File: config.mk
export PLATFORM = sky130hd
export DESIGN_NAME = cmul_operand_loader
export DESIGN_NICKNAME = d
export VERILOG_FILES = /design/src/rtl/cmul_operand_loader.sv
export SDC_FILE = /design/constraint.sdc
export NUM_CORES = 1
export LEC_CHECK = 0
export ABC_AREA = 1
export CORE_ASPECT_RATIO = 1.75
export CORE_MARGIN = 3
export CORE_UTILIZATION = 56
export DETAILED_ROUTE_END_ITERATION = 10
export PLACE_DENSITY = 0.88
export SLEW_MARGIN = 20
export SYNTH_ARGS = -nofsm -noshare
export SYNTH_HDL_FRONTEND = slang
export SYNTH_SLANG_ARGS = --single-unit
File: constraint.sdc
create_clock -name clk -period 12.1 [get_ports clk]
set_clock_uncertainty 0.2 [all_clocks]
set_input_delay 1.21 -clock clk [delete_from_list [all_inputs] [get_ports clk]]
set_output_delay 1.21 -clock clk [all_outputs]
set_load 0.005 [all_outputs]
File: src/rtl/cmul_operand_loader.sv
`default_nettype none
// ============================================================================
// Module      : cmul_operand_loader
// Description : Operand-pair FIFO feeding the complex-multiplier sequencer;
//               pops one pair, pulses ie, holds operands until mul_done.
//               Optional macro CMUL_CONJ_EN adds in_conj (store conj(b)).
// Revision    : 1.0 - initial release
// ============================================================================
module cmul_operand_loader #(
    parameter int W       = 16,
    parameter int DEPTH   = 2,
    parameter int TIMEOUT = 8
) (
    input  logic                    clk,
    input  logic                    rst,
    input  logic                    in_valid,
    output logic                    in_ready,
    input  logic [W-1:0]            in_a_re,
    input  logic [W-1:0]            in_a_im,
    input  logic [W-1:0]            in_b_re,
    input  logic [W-1:0]            in_b_im,
`ifdef CMUL_CONJ_EN
    input  logic                    in_conj,
`endif
    output logic                    ie,
    input  logic                    mul_done,
    output logic [W-1:0]            op_a_re,
    output logic [W-1:0]            op_a_im,
    output logic [W-1:0]            op_b_re,
    output logic [W-1:0]            op_b_im,
    output logic                    busy,
    output logic                    err_timeout,
    output logic [7:0]              launch_cnt,
    output logic [$clog2(DEPTH):0]  fifo_level
);

    localparam int c_AW = $clog2(DEPTH);
    localparam int c_LW = c_AW + 1;
    localparam int c_TW = (TIMEOUT > 1) ? $clog2(TIMEOUT) : 1;
    localparam logic [c_TW-1:0] c_TMO_LAST = c_TW'(TIMEOUT - 1);
    localparam logic [c_LW-1:0] c_FULL     = c_LW'(DEPTH);

    typedef enum logic [1:0] {
        S_IDLE   = 2'd0,
        S_LAUNCH = 2'd1,
        S_WAIT   = 2'd2
    } state_t;

    state_t          r_state;
    state_t          w_state_next;

    logic [4*W-1:0]  r_mem [DEPTH];
    logic [4*W-1:0]  w_head;
    logic [c_AW-1:0] r_wr_ptr;
    logic [c_AW-1:0] r_rd_ptr;
    logic [c_LW-1:0] r_level;
    logic [c_TW-1:0] r_tmr;
    logic [W-1:0]    w_b_im_store;
    logic            w_push;
    logic            w_pop;
    logic            w_launch;
    logic            w_tmo;

`ifdef CMUL_CONJ_EN
    localparam logic [W-1:0] c_MOST_NEG = {1'b1, {(W-1){1'b0}}};
    localparam logic [W-1:0] c_MOST_POS = {1'b0, {(W-1){1'b1}}};

    // Negating the most-negative value would overflow back to itself; clamp it.
    always_comb begin
        w_b_im_store = in_b_im;
        if (in_conj) begin
            w_b_im_store = (in_b_im == c_MOST_NEG) ? c_MOST_POS : ({W{1'b0}} - in_b_im);
        end
    end
`else
    assign w_b_im_store = in_b_im;
`endif

    // Ready depends on occupancy only, so a full FIFO refuses even while popping.
    assign in_ready = (r_level != c_FULL);
    assign w_push   = in_valid && in_ready;
    assign w_head   = r_mem[r_rd_ptr];

    always_ff @(posedge clk) begin
        if (w_push) begin
            r_mem[r_wr_ptr] <= {in_a_re, in_a_im, in_b_re, w_b_im_store};
        end
    end

    always_ff @(posedge clk or posedge rst) begin
        if (rst) begin
            r_wr_ptr <= '0;
            r_rd_ptr <= '0;
            r_level  <= '0;
        end else begin
            if (w_push) begin
                r_wr_ptr <= r_wr_ptr + 1'b1;
            end
            if (w_pop) begin
                r_rd_ptr <= r_rd_ptr + 1'b1;
            end
            case ({w_push, w_pop})
                2'b10:   r_level <= r_level + 1'b1;
                2'b01:   r_level <= r_level - 1'b1;
                default: r_level <= r_level;
            endcase
        end
    end

    always_ff @(posedge clk or posedge rst) begin
        if (rst) begin
            r_state <= S_IDLE;
        end else begin
            r_state <= w_state_next;
        end
    end

    always_comb begin
        w_state_next = r_state;
        w_pop        = 1'b0;
        w_launch     = 1'b0;
        w_tmo        = 1'b0;
        case (r_state)
            S_IDLE: begin
                if (r_level != '0) begin
                    w_pop        = 1'b1;
                    w_state_next = S_LAUNCH;
                end
            end
            S_LAUNCH: begin
                w_launch     = 1'b1;
                w_state_next = S_WAIT;
            end
            S_WAIT: begin
                if (mul_done) begin
                    w_state_next = S_IDLE;
                end else if (r_tmr == c_TMO_LAST) begin
                    w_tmo        = 1'b1;
                    w_state_next = S_IDLE;
                end
            end
            default: w_state_next = S_IDLE;
        endcase
    end

    assign ie   = (r_state == S_LAUNCH);
    assign busy = (r_state != S_IDLE);

    // Operands only move on a pop, so they hold through LAUNCH and WAIT.
    always_ff @(posedge clk or posedge rst) begin
        if (rst) begin
            op_a_re     <= '0;
            op_a_im     <= '0;
            op_b_re     <= '0;
            op_b_im     <= '0;
            launch_cnt  <= '0;
            r_tmr       <= '0;
            err_timeout <= 1'b0;
        end else begin
            if (w_pop) begin
                op_a_re <= w_head[4*W-1:3*W];
                op_a_im <= w_head[3*W-1:2*W];
                op_b_re <= w_head[2*W-1:W];
                op_b_im <= w_head[W-1:0];
            end
            if (w_launch) begin
                launch_cnt <= launch_cnt + 8'd1;
                r_tmr      <= '0;
            end else if ((r_state == S_WAIT) && !mul_done) begin
                r_tmr <= r_tmr + 1'b1;
            end
            if (w_tmo) begin
                err_timeout <= 1'b1;
            end
        end
    end

    assign fifo_level = r_level;

endmodule
`default_nettype wire

# Word-level counts from Yosys, hierarchy flattened
# Memory sizes are Yosys's and may differ from the RTL's. A register that Yosys moved wholly into a read port is not among the register bits.
# Index checks and enable logic that the tools add are counted.
[totals] reg_bits=18 ram_bits=128 input_bits=68 out_inout_bits=78 wordCells=46 mem_count=1
[op_classes] addsub=6 eq_ne=8 muxes=15 reduce_logical=9
[memory_table] name="r_mem" depth=2 word_bits=64 rd=1 rd_clocked_by_memory_dff=1 wr=1 line="52" source="logic [4*W-1:0] r_mem [DEPTH];"
[ops] operator="8-bit by 1-bit adder with 8-bit output (second input constant)" n=1
[ops] operator="1-bit two-way mux" n=8
[ops] operator="2-bit nonzero test" n=4
[ops] operator="2-bit two-way mux" n=3
[ops] operator="3-bit two-way mux" n=2
[ops] operator="2-bit one-hot mux with 3 select lines" n=1
[ops] operator="2-bit by 1-bit equality test with 1-bit output (second input constant)" n=2
[ops] operator="2-bit equality test (second input constant)" n=2
[ops] operator="2-bit != test (second input constant)" n=2
[ops] operator="2-bit one-hot mux with 2 select lines" n=1
[ops] operator="3-bit by 1-bit adder with 3-bit output (second input constant)" n=1
[ops] operator="3-bit equality test (second input constant)" n=1
[ops] operator="3-bit != test (second input constant)" n=1
[ops] operator="1-bit adder (second input constant)" n=2
[ops] operator="2-bit by 1-bit adder with 2-bit output (second input constant)" n=1
[ops] operator="1-bit logical AND" n=2
[ops] operator="2-bit logical NOT" n=1
[ops] operator="2-bit AND reduction" n=1
[ops] operator="2-bit by 1-bit subtractor with 2-bit output (second input constant)" n=1
[ops] operator="1-bit logical NOT" n=1

# Logic depth before layout (Yosys ltp)
[depth] word_depth=5 ltp_mapped=8 ltp_nobuf=7

# Worst setup path before layout
# OpenSTA, ideal clock, no wires.
[synth_path] path_kind="input-to-reg" start="in in_valid" end="mem r_mem[1][0] in the netlist's numbering (enable)" setup_ns=0.488 t_arrival_ns=3.998 t_required_ns=11.412 setup_slack_ns=7.414 stages=2 n_path_buf=0 cell_sequence="nand2_1 nor2_1"
[synth_via] elab_chain_len=3
[synth_lines] element="start, declared" line="16" source="input logic in_valid,"
[synth_lines] element="1-bit logical AND" line="81" source="assign w_push = in_valid && in_ready;"
[synth_lines] element="1-bit two-way mux" line="85" source="if (w_push) begin"
[synth_lines] element="1-bit two-way mux (implied by the code)" line="86" source="r_mem[r_wr_ptr] <= {in_a_re, in_a_im, in_b_re, w_b_im_store};"
[synth_lines] element="end, declared" line="52"
# No other way between the ends.

# Worst setup path in the final report
[layout_path] start="reg r_state[1]" end="out ie"
[layout_via] elab_chain_len=1
[layout_lines] element="start, declared" line="49" source="state_t r_state;"
[layout_lines] element="start signal, assigned" line="114" source="r_state <= w_state_next;"
[layout_lines] element="2-bit by 1-bit equality test with 1-bit output" line="146" source="assign ie = (r_state == S_LAUNCH);"
[layout_lines] element="end, declared" line="25" source="output logic ie,"
# No other way between the ends.

==> flow_summary_export.csv <==
group,metric,value,unit
clock_network,clockBufferDepth,3,
cells_and_area,synthToLayoutAreaGrowth,26.0,%
yosys,syn_nets,645,
sta,layout_min_cycle_time,3.23,ns
critical_path,end_kind,"output port",
global_route,overflow,0,
detailed_routing,via_count,4848,
yosys,synth_warnings,0,
clock_network,clk_pin_slew_worst_paths,0.07,ns
detailed_routing,via_per_inst,5.37,
min_path,worstHoldPathType,"reg -> reg",
critical_path,crit_start,"r_state[1]",
critical_path,required,10.69,ns
yosys,syn_avg_cell_area,14.2,sq um
power_and_ir_drop,pwr-share-seq,43.8,%
power_and_ir_drop,switching_share,32.7,%
global_route,first_global_vias,5369,
power_and_ir_drop,comb_power_share,33.8,%
power_and_ir_drop,p_int,1.81,mW
detailed_routing,drtIter0Drc,243,
cells_and_area,drive_above_1_share,18.9,%
placed_design,gp_congestion,0.809,
die,fp.dieH,166,um
critical_path,r2r_cells,4,
die,start_util,58.0,%
critical_path,worst_setup_path_start_kind,"flop",
yosys,seq_area_frac_synth,72.3,%
yosys,synth_cell_type_count,25,
detailed_routing,ant_nets,0,
cells_and_area,final_common_cell,"nand2_1",
clock_network,cts_buffers,18,
die,core_area,14000,sq um
cells_and_area,fillCellCount,890,
placed_design,dpl_worst_slack,8.81,ns
sta,rsz0062_at_grt,"no",
detailed_routing,wl_per_cell,18.6,um
detailed_routing,drcViolationCount,0,
die,rows,57,
clock_network,clk_latency,0.48,ns
sta,finalSetupTns,0,ns
detailed_routing,first_pass_iters,4,
global_route,grt_pass1_wl,27100,um
power_and_ir_drop,ir_worst_vdd,0.188,mV
flow_run,maxCapViolCount,0,
critical_path,crit_arrival,1.82,ns
clock_network,htree_levels,1,
critical_path,worstPathMaxFanout,7,
sta,setup_ws,8.87,ns
sta,worstMarginPinSlew,1.02,ns
placed_design,dp_hpwl,10500,um
die,io_pins,146,
critical_path,critPathKind,"reg -> out",
yosys,synth_top_cell_by_area,"edfxtp_1",
min_path,min_path_cells,2,
die,dieArea,16100,sq um
sta,relSlewSlack,31.8,%
sta,hold_viol_final,0,
yosys,netlist_instances,573,
cells_and_area,mostFrequentLayoutCells,"nand2_1 (153), clkdlybuf4s50_1 (145), edfxtp_1 (128), dfrtp_1 (81), o211ai_2 (50)",
sta,drv_slew,0,
power_and_ir_drop,power.density,262,nW/um^2
cells_and_area,final_nets,786,
sta,setup_violations,0,
cells_and_area,num_antenna_cells,0,
global_route,grt_antenna_before_repair,0,
clock_network,postCtsSetupBuffers,0,
global_route,grt_start_max_net_pins,83,
min_path,hp-start,"op_a_im[11]",
outcome,run_status,"completed",
power_and_ir_drop,p_leak,4.11,nW
clock_network,ctsHoldBuffers,0,
yosys,synth-seq-cells,210,
clock_network,cts-resized-gates,0,
sta,max_freq,310,MHz
power_and_ir_drop,switchingPower,0.879,mW
global_route,grt_use_total,20.9,%
clock_network,cts_root_buffer,"clkbuf_16",
yosys,yosysTopAreaCellShare,47.1,%
power_and_ir_drop,p_clk_share,22.3,%
yosys,netlist_area,8150,sq um
placed_design,io_buffer_count,145,
sta,fin_crit_sh,26.7,%
detailed_routing,drt-total-wl,16800,um
clock_network,cts_tree,"done",
yosys,synth_area_leaders,"edfxtp_1 (47%), dfrtp_1 (25%), o211ai_2 (7.7%), nand2_1 (7.0%), or2_2 (3.6%)",
die,die_width,97.2,um
clock_network,clock_sinks,210,
critical_path,r2r_start,"r_rd_ptr",
## power by group through the flow
stage                     registers, mW  logic, mW  clock network (mW)
after global routing               1.21       1.00               0.643
after global placement             1.18      0.871                   0
after CTS                          1.18      0.928               0.612
after floorplan                    1.14      0.605                   0
after detailed placement           1.19      0.915                   0
final                              1.18      0.910               0.601
## synth_stat cells
| cell type | instances |
|---|---|
| nand3_1 | 8 |
| inv_2 | 1 |
| dfrtp_1 | 82 |
| nand2_1 | 153 |
| nor2_4 | 1 |
| inv_4 | 1 |
| xnor2_1 | 3 |
| or2_2 | 47 |
| xor2_1 | 4 |
| buf_2 | 11 |
| buf_6 | 2 |
| buf_1 | 1 |
| clkbuf_1 | 8 |
| ha_1 | 4 |
| buf_12 | 6 |
| o211ai_1 | 14 |
| a31o_2 | 1 |
| o21ai_0 | 2 |
| o21ai_4 | 1 |
| o211ai_2 | 50 |
| inv_1 | 17 |
| edfxtp_1 | 128 |
| a21oi_1 | 2 |
| or2_1 | 19 |
| nor2_1 | 7 |
## routing by layer
metal	up-vias	wire length [um]	GRT usage, %	part of all wire [%]
li1	2264	-	-	-
met1	2392	6110	24.3	36
met2	152	9390	38.6	56
met3	40	670	3.03	4.0
met4	0	592	8.32	3.5
met5	-	0	0	0
## state kept, by name, summed over array words and instances (netlist names), 2 cells and up
name / count
r_mem: 128
op_a_im: 16
op_a_re: 16
op_b_im: 16
op_b_re: 16
launch_cnt: 8
r_tmr: 3
fifo_level: 2
r_state: 2
## cell type report
class	instances	area, sq um	share of cell area, %
well taps	177	221	2.16
inverters	19	75.1	0.731
clock buffers	22	497	4.84
clock inverters	10	126	1.23
repair buffers	149	1490	14.5
multi-input cells	316	1970	19.1
flip-flops and latches	210	5900	57.4
## cell families after synthesis
group | synth area share [%]
compound gates | 9.52
xor+xnor | 0.752
fa+ha+maj | 0.614
buf+inv | 3.74
flops | 72.3
simple gates | 13.1
## stage by stage
step	instances	hold WS [ns]	instance area, sq um	power (mW)	utilization (%)
after floorplan	573	0.255	8150	1.75	-
after global placement	871	0.262	9640	2.05	68.6
after detailed placement	871	0.264	9640	2.11	68.6
after CTS	903	0.283	10300	2.72	73.1
after global routing	903	0.299	10300	2.85	73.1
final	903	0.279	10300	2.69	73.1
## critical path: stages, from the launching register on
cell and delay [ns]:
dfrtp_1 0.41, inv_1 0.11, nand2_1 0.19, inv_1 0.12, clkdlybuf4s50_1 0.51
## worst paths after layout
kind                                    end  slack [ns]
max in group asynchronous          r_rd_ptr       10.02
worst max-delay path                     ie        8.87
worst min-delay path            op_a_im[11]        0.28
worst min register to register  op_a_im[11]        0.28
min in group asynchronous        op_b_im[2]        1.08
worst max register to register  op_b_re[10]        9.35
Power figures use the tool's default switching activity.
